### src/rtl/fir_bridge_pkg.sv
// Shared constants and payload types for the Wishbone-to-stream FIR bridge.
package fir_bridge_pkg;

    localparam int unsigned DATA_W = 32;
    localparam int unsigned LEN_W  = 16;
    localparam int unsigned CNT_W  = 16;

    localparam logic [31:0] DEFAULT_BASE = 32'h3000_0080;

    // Byte offsets inside the 32-byte register window
    localparam logic [4:0] OFF_CTRL   = 5'h00;
    localparam logic [4:0] OFF_LEN    = 5'h04;
    localparam logic [4:0] OFF_X      = 5'h08;
    localparam logic [4:0] OFF_Y      = 5'h0C;
    localparam logic [4:0] OFF_STATUS = 5'h10;
    localparam logic [4:0] OFF_CNT    = 5'h14;

    // STATUS register bit positions
    localparam int unsigned ST_TX_FULL  = 0;
    localparam int unsigned ST_RX_EMPTY = 1;
    localparam int unsigned ST_DONE     = 2;
    localparam int unsigned ST_TX_CNT   = 8;
    localparam int unsigned ST_RX_CNT   = 16;

    // One TX FIFO entry: sample plus its end-of-frame marker
    typedef struct packed {
        logic              last;
        logic [DATA_W-1:0] data;
    } tx_entry_t;

endpackage

### src/rtl/sync_fifo.sv
// Single-clock FIFO; pointers carry an extra MSB so full/empty are unambiguous.
module sync_fifo #(
    parameter int unsigned DATA_W = 32,
    parameter int unsigned DEPTH  = 8
) (
    input  logic                     clk,
    input  logic                     rst,
    input  logic                     push,
    input  logic                     pop,
    input  logic                     clear,
    input  logic [DATA_W-1:0]        din,
    output logic [DATA_W-1:0]        dout,
    output logic                     full,
    output logic                     empty,
    output logic [$clog2(DEPTH):0]   count
);

    localparam int unsigned AW = $clog2(DEPTH);
    localparam int unsigned CW = AW + 1;

    logic [DATA_W-1:0] mem [DEPTH];
    logic [CW-1:0]     wr_ptr;
    logic [CW-1:0]     rd_ptr;
    logic              do_push;
    logic              do_pop;

    assign count   = wr_ptr - rd_ptr;
    assign empty   = (wr_ptr == rd_ptr);
    assign full    = (count == CW'(DEPTH));
    assign do_pop  = pop & ~clear & ~empty;
    assign do_push = push & ~clear & (~full | do_pop);
    assign dout    = mem[rd_ptr[AW-1:0]];

    // Storage array write port
    always_ff @(posedge clk) begin
        if (do_push) begin
            mem[wr_ptr[AW-1:0]] <= din;
        end
    end

    // Pointer update; clear empties the FIFO without touching storage
    always_ff @(posedge clk or negedge rst) begin
        if (!rst) begin
            wr_ptr <= '0;
            rd_ptr <= '0;
        end else if (clear) begin
            wr_ptr <= '0;
            rd_ptr <= '0;
        end else begin
            if (do_push) wr_ptr <= wr_ptr + CW'(1);
            if (do_pop)  rd_ptr <= rd_ptr + CW'(1);
        end
    end

endmodule

### src/rtl/fir_stream_bridge.sv
// Wishbone slave that feeds the FIR input stream from a TX FIFO and collects
// the FIR output stream into an RX FIFO, with frame tlast generation.
module fir_stream_bridge
    import fir_bridge_pkg::*;
#(
    parameter int unsigned DEPTH = 8,
    parameter logic [31:0] BASE  = DEFAULT_BASE
) (
    input  logic        clk,
    input  logic        rst,
    input  logic        wbs_cyc_i,
    input  logic        wbs_stb_i,
    input  logic        wbs_we_i,
    input  logic [3:0]  wbs_sel_i,
    input  logic [31:0] wbs_adr_i,
    input  logic [31:0] wbs_dat_i,
    output logic        wbs_ack_o,
    output logic [31:0] wbs_dat_o,
    output logic        x_tvalid,
    input  logic        x_tready,
    output logic [31:0] x_tdata,
    output logic        x_tlast,
    input  logic        y_tvalid,
    output logic        y_tready,
    input  logic [31:0] y_tdata,
    input  logic        y_tlast
);

    localparam int unsigned CW = $clog2(DEPTH) + 1;

    logic [4:0]        off;
    logic              hit, req, acc, x_wr, y_rd, clear;
    logic              tx_push, tx_pop, rx_push, rx_pop;
    logic              tx_full, tx_empty, rx_full, rx_empty;
    logic [CW-1:0]     tx_count, rx_count;
    tx_entry_t         tx_din, tx_head;
    logic [DATA_W-1:0] rx_head;
    logic [LEN_W-1:0]  len, frame_idx;
    logic [CNT_W-1:0]  sent, recv;
    logic              done, push_last;
    logic [31:0]       rdata;
    logic              unused_ok;

    assign unused_ok = ^{wbs_sel_i, wbs_adr_i[1:0]};

    // Request decode and hold-off for full TX / empty RX
    assign off   = {wbs_adr_i[4:2], 2'b00};
    assign hit   = (wbs_adr_i[31:5] == BASE[31:5]);
    assign req   = wbs_cyc_i & wbs_stb_i & hit & ~wbs_ack_o;
    assign x_wr  = wbs_we_i & (off == OFF_X);
    assign y_rd  = ~wbs_we_i & (off == OFF_Y);
    assign acc   = req & ~(x_wr & tx_full) & ~(y_rd & rx_empty);
    assign clear = acc & wbs_we_i & (off == OFF_CTRL) & wbs_dat_i[0];

    // Stream handshakes; the FIFOs drop them when clear is active
    assign tx_push   = acc & x_wr;
    assign tx_pop    = x_tvalid & x_tready;
    assign rx_push   = y_tvalid & y_tready;
    assign rx_pop    = acc & y_rd;
    assign push_last = (len != '0) && (frame_idx == len - LEN_W'(1));
    assign tx_din    = '{last: push_last, data: wbs_dat_i};

    assign x_tvalid = ~tx_empty;
    assign x_tdata  = tx_empty ? '0 : tx_head.data;
    assign x_tlast  = ~tx_empty & tx_head.last;
    assign y_tready = ~rx_full;

    sync_fifo #(.DATA_W($bits(tx_entry_t)), .DEPTH(DEPTH)) u_tx_fifo (
        .clk   (clk),
        .rst   (rst),
        .push  (tx_push),
        .pop   (tx_pop),
        .clear (clear),
        .din   (tx_din),
        .dout  (tx_head),
        .full  (tx_full),
        .empty (tx_empty),
        .count (tx_count)
    );

    sync_fifo #(.DATA_W(DATA_W), .DEPTH(DEPTH)) u_rx_fifo (
        .clk   (clk),
        .rst   (rst),
        .push  (rx_push),
        .pop   (rx_pop),
        .clear (clear),
        .din   (y_tdata),
        .dout  (rx_head),
        .full  (rx_full),
        .empty (rx_empty),
        .count (rx_count)
    );

    // Read data mux
    always_comb begin
        rdata = '0;
        case (off)
            OFF_LEN:    rdata = 32'(len);
            OFF_Y:      rdata = rx_head;
            OFF_STATUS: begin
                rdata[ST_TX_FULL]              = tx_full;
                rdata[ST_RX_EMPTY]             = rx_empty;
                rdata[ST_DONE]                 = done;
                rdata[ST_TX_CNT +: 8]          = 8'(tx_count);
                rdata[ST_RX_CNT +: 8]          = 8'(rx_count);
            end
            OFF_CNT:    rdata = {recv, sent};
            default:    rdata = '0;
        endcase
    end

    // Registered Wishbone acknowledge and read data
    always_ff @(posedge clk or negedge rst) begin
        if (!rst) begin
            wbs_ack_o <= 1'b0;
            wbs_dat_o <= '0;
        end else begin
            wbs_ack_o <= acc;
            wbs_dat_o <= (acc & ~wbs_we_i) ? rdata : '0;
        end
    end

    // Frame length register, survives CLEAR
    always_ff @(posedge clk or negedge rst) begin
        if (!rst) begin
            len <= '0;
        end else if (acc & wbs_we_i & (off == OFF_LEN)) begin
            len <= wbs_dat_i[LEN_W-1:0];
        end
    end

    // Frame index, sample counters and sticky DONE
    always_ff @(posedge clk or negedge rst) begin
        if (!rst) begin
            frame_idx <= '0;
            sent      <= '0;
            recv      <= '0;
            done      <= 1'b0;
        end else if (clear) begin
            frame_idx <= '0;
            sent      <= '0;
            recv      <= '0;
            done      <= 1'b0;
        end else begin
            if (tx_push) frame_idx <= push_last ? '0 : frame_idx + LEN_W'(1);
            if (tx_pop)  sent <= sent + CNT_W'(1);
            if (rx_push) begin
                recv <= recv + CNT_W'(1);
                if (y_tlast) done <= 1'b1;
            end
        end
    end

endmodule

### config.mk
export PLATFORM = sky130hd
export DESIGN_NAME = fir_stream_bridge
export DESIGN_NICKNAME = d
export VERILOG_FILES = /design/src/rtl/fir_bridge_pkg.sv /design/src/rtl/sync_fifo.sv /design/src/rtl/fir_stream_bridge.sv
export SDC_FILE = /design/constraint.sdc
export NUM_CORES = 1
export LEC_CHECK = 0
export BUFFER_PORTS_ARGS = -buffer_cell sky130_fd_sc_hd__buf_2
export CELL_PAD_IN_SITES_DETAIL_PLACEMENT = 1
export CELL_PAD_IN_SITES_GLOBAL_PLACEMENT = 1
export CORE_MARGIN = 2
export CORE_UTILIZATION = 40
export DETAILED_ROUTE_END_ITERATION = 10
export PLACE_DENSITY_LB_ADDON = 0.1
export SETUP_SLACK_MARGIN = 0.2
export SLEW_MARGIN = 5
export SYNTH_ARGS = -nofsm -noshare
export SYNTH_HDL_FRONTEND = slang
export SYNTH_SLANG_ARGS = --single-unit
export TNS_END_PERCENT = 1
### constraint.sdc
create_clock -name clk -period 6.2 [get_ports clk]
set_input_delay 0.62 -clock clk [delete_from_list [all_inputs] [get_ports clk]]
set_output_delay 0.62 -clock clk [all_outputs]
set_load 0.05 [all_outputs]
==> impl_metrics.json <==
{
  "status": "finished, final reports clean",
  "pin_count": 176,
  "numPortBuffers": 169,
  "hold_ws_ns": 0.120,
  "grt_overflow_total": 0,
  "initial_core_util_pct": 40.5,
  "syn_area_um2": 26100,
  "synth_commonest_cells": "edfxtp_1 (520), nand2_1 (139), mux4_2 (126)",
  "grtUsageMet1_pct": 27.3,
  "die_area_um2": 67300,
  "die_w_um": 259,
  "yosysTopAreaCell": "edfxtp_1",
  "report.final.slew_viol_count": 0,
  "fin_tns_setup_ns": 0,
  "htree_levels": 3,
  "yosys-top-cells-area": "edfxtp_1 (60%), dfrtp_1 (11%), mux4_2 (11%)",
  "synth-simple-area-share_pct": 6.97,
  "fillers": 6242,
  "vdd_drop_max_mv": 0.218,
  "hold_viol": 0,
  "cts.repair.resized": 0,
  "post-cts-setup-buffers": 0,
  "fp.dieH_um": 259,
  "holdBufCountCts": 0,
  "drt-initial-drc-count": 784,
  "ff2ff_path_depth": 7,
  "cp.required_ns": 6.43,
  "rsz0062_at_grt": "false",
  "drive_gt1_share_pct": 27.5,
  "p_leak_nw": 10.7,
  "grtUsageMet2_pct": 33.8,
  "critPathArrivalTime_ns": 4.70,
  "crit_type": "reg2reg",
  "start_kind": "flop",
  "clock_skew_ns": 0.0261,
  "synth_top_cell_area_share_pct": 59.8,
  "setup_viol": 0,
  "clockBufferDepth": 3,
  "grtUsageMet3_pct": 3.38,
  "yosys_warnings": 0,
  "finish.utilization_pct": 47.0,
  "antenna_found_initial": 5,
  "multi_input_area_um2": 7260,
  "synth_mux_area_share_pct": 13.3,
  "synth_xor_area_share_pct": 2.21,
  "cts_tree": "built",
  "synth_top_family_by_area": "multiplexers",
  "ant_nets": 0,
  "grt_usage_pct": 20.1,
  "rows": 93,
  "synth_cells": 1572,
  "critPathMaxFanout": 34,
  "viasPerCell": 5.44,
  "fin_crit_ns": 4.47,
  "p_total_mw": 11.9,
  "synthAdderAreaFrac_pct": 0.824,
  "async_flop_share_pct": 18.0,
  "fin_ws_ns": 1.73,
  "wl_um": 66200,
  "ys_ff_latch": 634,
  "yosysMostFrequentCell": "edfxtp_1",
  "clock-sinks": 634,
  "remaining_drc_errors": 0,
  "place_ws_ns": 1.56,
  "hold_path.class": "in2async",
  "maxCapViolCount": 0,
  "syn-num-nets": 1696,
  "post_drt_wl_per_cell_um": 24.8,
  "final.period_utilization_pct": 72.1,
  "root_buffer": "clkbuf_16",
  "dpl.hpwl_um": 40400,
  "cts_inserted_buffers": 71,
  "nets": 1881,
  "clk_latency_ns": 0.60,
  "clock.fmax_ghz": 0.224,
  "synth_edf_count": 520,
  "grt_pass1_wl_um": 101000,
  "area_growth_pct": 16.1,
  "synth_area_per_cell_um2": 16.6,
  "coreArea_um2": 64500,
  "vias": 14532,
  "final-seq-area_um2": 18500,
  "drt-pass1-iter-count": 5,
  "synth_compound_gate_area_share_pct": 4.13,
  "path_clk_slew_ns": 0.06,
  "grt_max_degree": 69,
  "grt-busiest-layer": "met2",
  "powerDensity_nw_per_um2": 393,
  "grt_pass1_vias": 15705,
  "cp-end-kind": "flop",
  "r2r_slack_ns": 1.73,
  "max_slew_margin_pct": 28.1,
  "synthDistinctLibCells": 64,
  "globalplace.congestion": 0.775,
  "synth_seq_area_share_pct": 70.7,
  "synth_flop_cell": "edfxtp_1",
  "worst_pin_slew_ns": 1.08
}
==> placed cells by master (no fill, tap or decap), types with 35 or more instances in the layout <==
master and n:
edfxtp_1 520, buf_2 168, nand2_1 139, mux4_2 126, dfrtp_1 110, nor2_1 94, a21oi_1 79, clkbuf_16 73
mux2i_1 40, xnor2_1 38, buf_4 35
==> metal layers <==
metal / vias to the layer above / part of all wire [%] / wire length (um)
li1: 6470 / - / -
met1: 7635 / 44 / 28900
met2: 324 / 50 / 33100
met3: 95 / 4.5 / 3010
met4: 8 / 1.7 / 1150
met5: - / 0.062 / 41
==> final cells by class <==
class	instances	share of cell area [%]
Antenna cell	2	0.0165
Inverter	29	0.359
Timing Repair Buffer	203	3.64
Clock buffer	94	6.48
Sequential cell	634	60.9
Multi-Input combinational cell	818	23.9
Clock inverter	35	1.10
Tap cell	855	3.53
==> power breakdown <==
group / internal (mW) / total [mW] / switching, mW / leakage (nW)
Sequential: 4.95 / 5.15 / 0.197 / 6.25
Clock: 2.45 / 4.14 / 1.69 / 1.12
Combinational: 0.860 / 2.64 / 1.78 / 3.33
==> stage by stage <==
stage | instance area, um2 | std cells
final | 30300 | 2670
after global routing | 30300 | 2669
after CTS | 30300 | 2668
after detailed placement | 28000 | 2539
after global placement | 28000 | 2539
after floorplan | 26100 | 1572
==> state kept, by name, indices dropped and copies added, names as in the netlist <==
| register | flops |
|---|---|
| sent | 16 |
| wbs_ack_o | 1 |
| len | 16 |
| u_tx_fifo.mem | 264 |
| u_tx_fifo.rd_ptr | 4 |
| done | 1 |
| u_rx_fifo.mem | 256 |
| frame_idx | 16 |
| u_rx_fifo.wr_ptr | 4 |
| u_tx_fifo.wr_ptr | 4 |
| wbs_dat_o | 32 |
| u_rx_fifo.rd_ptr | 4 |
| recv | 16 |
==> worst paths after layout <==
kind / start / endpoint
worst max-delay path: u_rx_fifo.rd_ptr[0]$_DFFE_PN0P_ / u_rx_fifo.mem[0][20]$_DFFE_PP_
worst min-delay path: rst / len[10]$_DFFE_PN0P_
worst max register to register: u_rx_fifo.rd_ptr[0]$_DFFE_PN0P_ / u_rx_fifo.mem[0][20]$_DFFE_PP_
worst min register to register: recv[15]$_DFFE_PN0P_ / recv[15]$_DFFE_PN0P_
max in group asynchronous: rst / wbs_dat_o[18]$_DFF_PN0_
min in group clk: wbs_dat_i[30] / u_tx_fifo.mem[0][30]$_DFFE_PP_
==> logic make-up (layout without fill, tap and decap cells) <==
family | Yosys count | count (layout)
DFF | 634 | 634
other | 0 | 2
xor gates and xnor gates | 66 | 66
adders and majority gates | 16 | 16
and+or+nand+nor | 384 | 384
AOI/OAI and AO/OA | 166 | 166
muxes | 186 | 186
buffers and inverters | 120 | 361
==> worst max-delay path: stages, from the launching register on <==
cell and delay (ns):
dfrtp_4 0.90, ha_1 0.31, fa_1 0.45, nand3_1 0.15
o31a_1 0.49, nand3_1 0.43, nor3_2 0.77, buf_4 0.57
Power figures use the tool's default switching activity.
